==> config.mk <==
export PLATFORM = sky130hd
export DESIGN_NAME = pc_fetch_ctrl_flat
export DESIGN_NICKNAME = d
export VERILOG_FILES = /design/src/rtl/fetch_pkg.sv /design/src/rtl/pc_fetch_ctrl_if.sv /design/src/rtl/pc_addr_reg.sv /design/src/rtl/pc_fetch_ctrl.sv /design/src/flat_wrapper.sv
export SDC_FILE = /design/constraint.sdc
export NUM_CORES = 1
export LEC_CHECK = 0
export ABC_AREA = 1
export BUFFER_PORTS_ARGS = -buffer_cell sky130_fd_sc_hd__buf_2
export CAP_MARGIN = 25
export CORE_ASPECT_RATIO = 0.7
export CORE_MARGIN = 2
export CORE_UTILIZATION = 25
export CTS_BUF_LIST = sky130_fd_sc_hd__clkbuf_2
export DETAILED_ROUTE_END_ITERATION = 8
export HOLD_SLACK_MARGIN = 0.15
export PLACE_DENSITY = 0.41
export REMOVE_ABC_BUFFERS = 1
export SLEW_MARGIN = 0
export SYNTH_ARGS = -nofsm -noshare
export SYNTH_HDL_FRONTEND = slang
export SYNTH_SLANG_ARGS = --single-unit
export TNS_END_PERCENT = 20
==> constraint.sdc <==
create_clock -name clk -period 1.57 [get_ports clk]
set_input_delay 0.314 -clock clk [delete_from_list [all_inputs] [get_ports clk]]
set_output_delay 0.314 -clock clk [all_outputs]
set_load 0.05 [all_outputs]
==> src/rtl/fetch_pkg.sv <==
// Shared state encoding and default sizes for the PC fetch sequencer.
package fetch_pkg;

  localparam int DEF_ADDR_W  = 8;
  localparam int DEF_DATA_W  = 16;
  localparam int DEF_ROM_LAT = 1;

  typedef enum logic [1:0] {
    IDLE,
    FETCH,
    VALID,
    HALTED
  } fetch_state_t;

endpackage

==> src/rtl/pc_fetch_ctrl_if.sv <==
// ROM read port and downstream instruction handshake of the fetch sequencer.
interface pc_fetch_ctrl_if
  import fetch_pkg::*;
#(
  parameter int ADDR_W = DEF_ADDR_W,
  parameter int DATA_W = DEF_DATA_W
);

  logic              rom_en;
  logic [ADDR_W-1:0] rom_addr;
  logic [DATA_W-1:0] rom_data;
  logic              instr_valid;
  logic              instr_ready;
  logic [DATA_W-1:0] instr_data;
  logic [ADDR_W-1:0] instr_pc;

  modport master (
    output rom_en, rom_addr, instr_valid, instr_data, instr_pc,
    input  rom_data, instr_ready
  );

  modport slave (
    input  rom_en, rom_addr, instr_valid, instr_data, instr_pc,
    output rom_data, instr_ready
  );

endinterface

==> src/rtl/pc_addr_reg.sv <==
// Program counter register: synchronous reset to START_ADDR, load beats increment,
// increment wraps modulo 2^ADDR_W.
module pc_addr_reg #(
  parameter int                ADDR_W     = 8,
  parameter logic [ADDR_W-1:0] START_ADDR = '0
) (
  input  logic              clk,
  input  logic              reset,
  input  logic              inc,
  input  logic              load,
  input  logic [ADDR_W-1:0] load_val,
  output logic [ADDR_W-1:0] q
);

  // NOTE: sequential state is assigned with <= so every register samples pre-edge values.
  always_ff @(posedge clk) begin
    if (reset)     q <= START_ADDR;
    else if (load) q <= load_val;
    else if (inc)  q <= q + 1'b1;
  end

endmodule

==> src/rtl/pc_fetch_ctrl.sv <==
// Instruction-fetch sequencer: owns the PC, reads the ROM one word at a time and
// hands each word downstream. Define PC_BREAKPOINT_EN to add a PC breakpoint halt.
module pc_fetch_ctrl
  import fetch_pkg::*;
#(
  parameter int                ADDR_W     = DEF_ADDR_W,
  parameter int                DATA_W     = DEF_DATA_W,
  parameter int                ROM_LAT    = DEF_ROM_LAT,
  parameter logic [ADDR_W-1:0] START_ADDR = '0
) (
  input  logic              clk,
  input  logic              reset,
  input  logic              start,
  input  logic              halt_req,
  input  logic              jump_valid,
  input  logic [ADDR_W-1:0] jump_addr,
`ifdef PC_BREAKPOINT_EN
  input  logic              bp_en,
  input  logic [ADDR_W-1:0] bp_addr,
  output logic              bp_hit,
`endif
  output logic [ADDR_W-1:0] pc,
  output logic              halted,
  pc_fetch_ctrl_if.master   bus
);

  localparam int               CNT_W    = (ROM_LAT > 1) ? $clog2(ROM_LAT) : 1;
  localparam logic [CNT_W-1:0] LAT_INIT = CNT_W'(ROM_LAT - 1);

  fetch_state_t      state, state_next;
  logic [CNT_W-1:0]  lat_cnt;
  logic              jump_pend, halt_pend;
  logic [ADDR_W-1:0] jump_pend_addr;
  logic              enter_fetch, capture, handshake, busy;
  logic              pc_load, pc_inc;
  logic [ADDR_W-1:0] pc_load_val, fetch_addr;
`ifdef PC_BREAKPOINT_EN
  logic              bp_stop;
`endif

  pc_addr_reg #(
    .ADDR_W     (ADDR_W),
    .START_ADDR (START_ADDR)
  ) u_pc (
    .clk      (clk),
    .reset    (reset),
    .inc      (pc_inc),
    .load     (pc_load),
    .load_val (pc_load_val),
    .q        (pc)
  );

  assign busy = (state == FETCH) || (state == VALID);

  always_ff @(posedge clk) begin
    if (reset) state <= IDLE;
    else       state <= state_next;
  end

  // NOTE: every signal driven here gets a default first, so no latch is inferred.
  always_comb begin
    state_next  = state;
    enter_fetch = 1'b0;
    capture     = 1'b0;
    handshake   = 1'b0;
    pc_load     = 1'b0;
    pc_inc      = 1'b0;
    pc_load_val = jump_addr;
    fetch_addr  = pc;
`ifdef PC_BREAKPOINT_EN
    bp_stop     = 1'b0;
`endif
    case (state)
      IDLE, HALTED: begin
        // A jump together with start redirects the very first fetch.
        if (jump_valid) begin
          pc_load    = 1'b1;
          fetch_addr = jump_addr;
        end
        if (start) begin
          enter_fetch = 1'b1;
          state_next  = FETCH;
        end
      end
      FETCH: begin
        if (lat_cnt == '0) begin
          capture    = 1'b1;
          state_next = VALID;
        end
      end
      VALID: begin
        if (bus.instr_ready) begin
          handshake = 1'b1;
          if (jump_valid) begin
            pc_load    = 1'b1;
            fetch_addr = jump_addr;
          end else if (jump_pend) begin
            pc_load     = 1'b1;
            pc_load_val = jump_pend_addr;
            fetch_addr  = jump_pend_addr;
          end else begin
            pc_inc     = 1'b1;
            fetch_addr = pc + 1'b1;
          end
          if (halt_pend || halt_req) begin
            state_next = HALTED;
          end else begin
            enter_fetch = 1'b1;
            state_next  = FETCH;
          end
        end
      end
      default: state_next = IDLE;
    endcase
`ifdef PC_BREAKPOINT_EN
    // A resume out of HALTED must be able to step past the breakpoint.
    if (enter_fetch && (state != HALTED) && bp_en && (fetch_addr == bp_addr)) begin
      enter_fetch = 1'b0;
      bp_stop     = 1'b1;
      state_next  = HALTED;
    end
`endif
  end

  always_ff @(posedge clk) begin
    if (reset) begin
      bus.rom_en      <= 1'b0;
      bus.rom_addr    <= '0;
      bus.instr_valid <= 1'b0;
      bus.instr_data  <= '0;
      bus.instr_pc    <= '0;
      halted          <= 1'b0;
      lat_cnt         <= '0;
      jump_pend       <= 1'b0;
      jump_pend_addr  <= '0;
      halt_pend       <= 1'b0;
    end else begin
      bus.rom_en <= enter_fetch;
      if (enter_fetch) begin
        bus.rom_addr <= fetch_addr;
        lat_cnt      <= LAT_INIT;
      end else if ((state == FETCH) && (lat_cnt != '0)) begin
        lat_cnt <= lat_cnt - 1'b1;
      end

      if (capture) begin
        bus.instr_valid <= 1'b1;
        bus.instr_data  <= bus.rom_data;
        bus.instr_pc    <= pc;
      end else if (handshake) begin
        bus.instr_valid <= 1'b0;
      end

      halted <= (state_next == HALTED);

      // Redirects arriving mid-instruction wait for its handshake; last one wins.
      if (handshake) begin
        jump_pend <= 1'b0;
      end else if (jump_valid && busy) begin
        jump_pend      <= 1'b1;
        jump_pend_addr <= jump_addr;
      end

      if (state_next == HALTED) halt_pend <= 1'b0;
      else if (halt_req && (busy || enter_fetch)) halt_pend <= 1'b1;
    end
  end

`ifdef PC_BREAKPOINT_EN
  always_ff @(posedge clk) begin
    if (reset) bp_hit <= 1'b0;
    else       bp_hit <= bp_stop;
  end
`endif

endmodule
==> src/flat_wrapper.sv <==
// flat-port wrapper written by rule: the top's interface ports become plain ports
module pc_fetch_ctrl_flat import fetch_pkg::*;
#(
  parameter int                ADDR_W     = DEF_ADDR_W,
  parameter int                DATA_W     = DEF_DATA_W,
  parameter int                ROM_LAT    = DEF_ROM_LAT,
  parameter logic [ADDR_W-1:0] START_ADDR = '0
)
  (clk, reset, start, halt_req, jump_valid, jump_addr, pc, halted, bus_rom_en, bus_rom_addr, bus_instr_valid, bus_instr_data, bus_instr_pc, bus_rom_data, bus_instr_ready);
  pc_fetch_ctrl_if #(.ADDR_W(ADDR_W), .DATA_W(DATA_W)) bus_i ();
  input  logic clk;
  input  logic reset;
  input  logic start;
  input  logic halt_req;
  input  logic jump_valid;
  input  logic [ADDR_W-1:0] jump_addr;
  output logic [ADDR_W-1:0] pc;
  output logic halted;
  output wire logic [$bits(bus_i.rom_en)-1:0] bus_rom_en;
  output wire logic [$bits(bus_i.rom_addr)-1:0] bus_rom_addr;
  output wire logic [$bits(bus_i.instr_valid)-1:0] bus_instr_valid;
  output wire logic [$bits(bus_i.instr_data)-1:0] bus_instr_data;
  output wire logic [$bits(bus_i.instr_pc)-1:0] bus_instr_pc;
  input wire logic [$bits(bus_i.rom_data)-1:0] bus_rom_data;
  input wire logic [$bits(bus_i.instr_ready)-1:0] bus_instr_ready;
  assign bus_rom_en = bus_i.rom_en;
  assign bus_rom_addr = bus_i.rom_addr;
  assign bus_instr_valid = bus_i.instr_valid;
  assign bus_instr_data = bus_i.instr_data;
  assign bus_instr_pc = bus_i.instr_pc;
  assign bus_i.rom_data = bus_rom_data;
  assign bus_i.instr_ready = bus_instr_ready;
  pc_fetch_ctrl #(.ADDR_W(ADDR_W), .DATA_W(DATA_W), .ROM_LAT(ROM_LAT), .START_ADDR(START_ADDR)) u_core (.clk(clk), .reset(reset), .start(start), .halt_req(halt_req), .jump_valid(jump_valid), .jump_addr(jump_addr), .pc(pc), .halted(halted), .bus(bus_i));
endmodule
==> results_dict.tcl <==
set metrics [dict create \
    layout-drive-gt1-share_pct 30.4 \
    dpl_cell_area_um2 3520 \
    slowest_stage "dfxtp_2" \
    hold_depth 5 \
    hp-class "in -> reg" \
    fin_crit_ps 1540 \
    cts_tree "built" \
    viasPerCell 4.45 \
    intPower_mw 3.92 \
    yosysSeqAreaShare_pct 39.5 \
    synth-xor-area-share_pct 0.308 \
    vdd_drop_max_mv 0.728 \
    pwr-share-comb_pct 63.0 \
    dieArea_um2 12200 \
    synth_compound_area_share_pct 18.8 \
    power_frac_clock_pct 9.5 \
    critical-path-max-stage-delay_ps 400 \
    cp-start-kind "flop" \
    async_reset_ff_share_pct 0 \
    fmax_ghz 0.649 \
    worstHoldStart "jump_valid" \
    fin_skew_ps 17.4 \
    synth_top_area_share_pct 39.5 \
    synth_edf_count 0 \
    regToRegEndpoint "u_core.u_pc.q[6]" \
    rsz0062_at_grt "yes" \
    cts-root-buf "clkbuf_2" \
    synthMuxAreaShare_pct 0 \
    grt_max_degree 46 \
    path_max_fanout 9 \
    p_sw_share_pct 52.6 \
    slew_viol_final 0 \
    cts_buffers 5 \
    reg2reg_slack_ps 30 \
    fp-row-count 32 \
    synth_flop_cell "dfxtp_1" \
    power_switching_mw 4.35 \
    syn_area_um2 2840 \
    timing.hold.ws_ps 377 \
    maxCapViolCount 0 \
    setup-violations-final 0 \
    cpMostUsedCell "nand2_8" \
    finalHoldViolCount 0 \
    synth_seq_cells 56 \
    arrival_ps 1970 \
    placed_cells 652 \
    die_y_um 93.2 \
    status "completed" \
    cts_buffer_depth 2 \
    cts_htree_levels 2 \
    max_slew_margin_pct 78.9 \
    via_count 3081 \
    cts_num_sinks 56 \
    place.detailed.hpwl_um 6920 \
    netlist_instances 416 \
    synth_simple_gate_area_share_pct 31.1 \
    drtIter0Drc 147 \
    fill_cells 1221 \
    num-nets-final 571 \
    r2r_cells 9 \
    detail_route.wl_per_cell_um 13.8 \
    gr-total-overflow 0 \
    ios 73 \
    clkTransAtPathRegs_ps 300 \
    syn_avg_cell_area_um2 6.83 \
    coreArea_um2 11100 \
    crit_type "reg -> reg" \
    final_cell_mix "nand2_1, nor2_1, buf_2" \
    n_antenna_cell 0 \
    drc_errors 0 \
    routed_wl_um 9550 \
    leakagePower_nw 1.93 \
    die_width_um 131 \
    cpLargestDelayFamily "simple AND/OR/NAND/NOR gates" \
    worstHoldEndpoint "u_core.bus.rom_addr[7]" \
    port_buffers 72 \
    groute.usage.overall_pct 15.8 \
    ys_warn_count 0 \
    area_growth_pct 43.5 \
    total_power_mw 8.26 \
    grt_first_pass_wirelength_um 15300 \
    place_congestion 0.850 \
    fin_area_um2 4080 \
    pwr_density_cell_nw_per_um2 2030 \
    worst_slew_pin_slew_ps 313 \
    fin_crit_sh_pct 98.2 \
    final_common_cell "nand2_1" \
    synth_top_family_by_area "simple AND/OR/NAND/NOR gates" \
    antenna_found_initial 0 \
    clk_latency_ps 490 \
    start_util_pct 25.7 \
    cp.required_ps 2000 \
    synth_fa_ha_area_share_pct 1.32 \
    drt_pre_antenna_iters 4 \
    r2r_start "u_core.state[0]" \
    finalNonFillerCells 692 \
    final_antenna_net_count 0 \
    fin_setup_tns_ps 0 \
    path_cells "inv_2 > ha_4 > nand2_8 > nor2_8 > nand2_8 > o211ai_1 > nand3_1 > nand2_1 > inv_1" \
    synth_area_leaders "dfxtp_1, nand2_1, nor2_1" \
    endpoint_kind "flop" \
    path_buf_inv 2 \
    pwr-share-seq_pct 27.5 \
    grt_pass1_vias 2982 \
    ys_types 35 \
    synth.largest_area_cell "dfxtp_1" \
]
[how the worst max path moves through the flow]
stage / start / to / slack [ps] / cells past startpoint
2_1_floorplan: u_core.state[1] / u_core.bus.instr_data[0] / -210 / 7
3_3_place_gp: u_core.state[0] / u_core.halt_pend / -50 / 9
3_5_place_dp: u_core.state[0] / u_core.u_pc.q[5] / -30 / 11
4_1_cts: u_core.state[0] / u_core.u_pc.q[6] / 10 / 10
5_1_grt: u_core.state[0] / u_core.u_pc.q[1] / -40 / 8
6_report: u_core.state[0] / u_core.u_pc.q[6] / 30 / 9
[through the flow]
step | setup WS [ps] | utilization (%)
after detailed placement | -29.7 | 31.9
after floorplan | -212 | -
final | 28.8 | 36.9
after global routing | -41.0 | 36.9
after CTS | 14.9 | 35.5
after global placement | -50.7 | 31.9
[kinds of logic after synthesis]
logic type	count (synthesis)
compound gates	94
fa+ha+maj	3
xor+xnor	1
flops	56
simple gates	200
buf+inv	62
[worst min-delay path, stage by stage]
cell and delay (ps):
buf_2 160, inv_2 90, nand2_2 70, o21ai_0 170
a21oi_1 60
[state kept, by name, summed over array words and instances, names as in the netlist]
signal,count
u_core.state,2
u_core.jump_pend_addr,8
u_core.lat_cnt,1
u_core.bus.instr_valid,1
u_core.bus.instr_pc,8
u_core.bus.rom_addr,8
u_core.jump_pend,1
u_core.bus.rom_en,1
u_core.bus.instr_data,16
u_core.halt_pend,1
u_core.u_pc.q,8
u_core.halted,1
[cell type report]
class                      instances  area, µm²  area share, %
clock buffer                       6       30.0          0.736
clock inverter                     2       35.0          0.859
inverter                          47        186           4.57
multi-input combinational        298       1560           38.3
sequential                        56       1140           27.9
tap                              153        191           4.69
timing repair buffer             130        935           22.9
[synth_stat cells, types with 3 or more instances]
library cell and n:
o21a_1 3, a21oi_1 26, inv_1 38, ha_1 3
buf_2 4, nor2_1 67, inv_2 6, nand3_1 32
a21oi_2 6, nand2_4 4, o21ai_0 43, nand2_2 3
clkbuf_1 6, o211ai_1 4, dfxtp_1 56, a211oi_1 3
nand2_1 87, a31oi_1 5
[repair_timing]
action / CTS / global route
endpoints found under the setup margin: 31 / 53
pin swaps: 0 / 10
hold endpoints to repair: 30 / 0
cloned: 0 / 0
hold buffers: 27 / 0
resized for setup: 18 / 39
buffers inserted: 2 / 3
[layer usage]
layer | up-vias | share of wire [%] | global-route usage (%) | wire (µm)
li1 | 1599 | - | - | -
met1 | 1400 | 53 | 23.2 | 5070
met2 | 75 | 42 | 24.3 | 3960
met3 | 7 | 4.9 | 3.14 | 467
met4 | 0 | 0.47 | 2.45 | 45
met5 | - | 0 | 0 | 0
[power by group through the flow]
stage,sequential [mW],clock (mW),combinational [mW]
after global placement,2.27,0,4.71
after floorplan,3.61,0,1.90
after CTS,2.25,0.820,4.93
after detailed placement,2.27,0,4.73
after global routing,2.35,0.859,5.71
final,2.27,0.783,5.21
No activity file was read; power rests on OpenSTA's default activity.
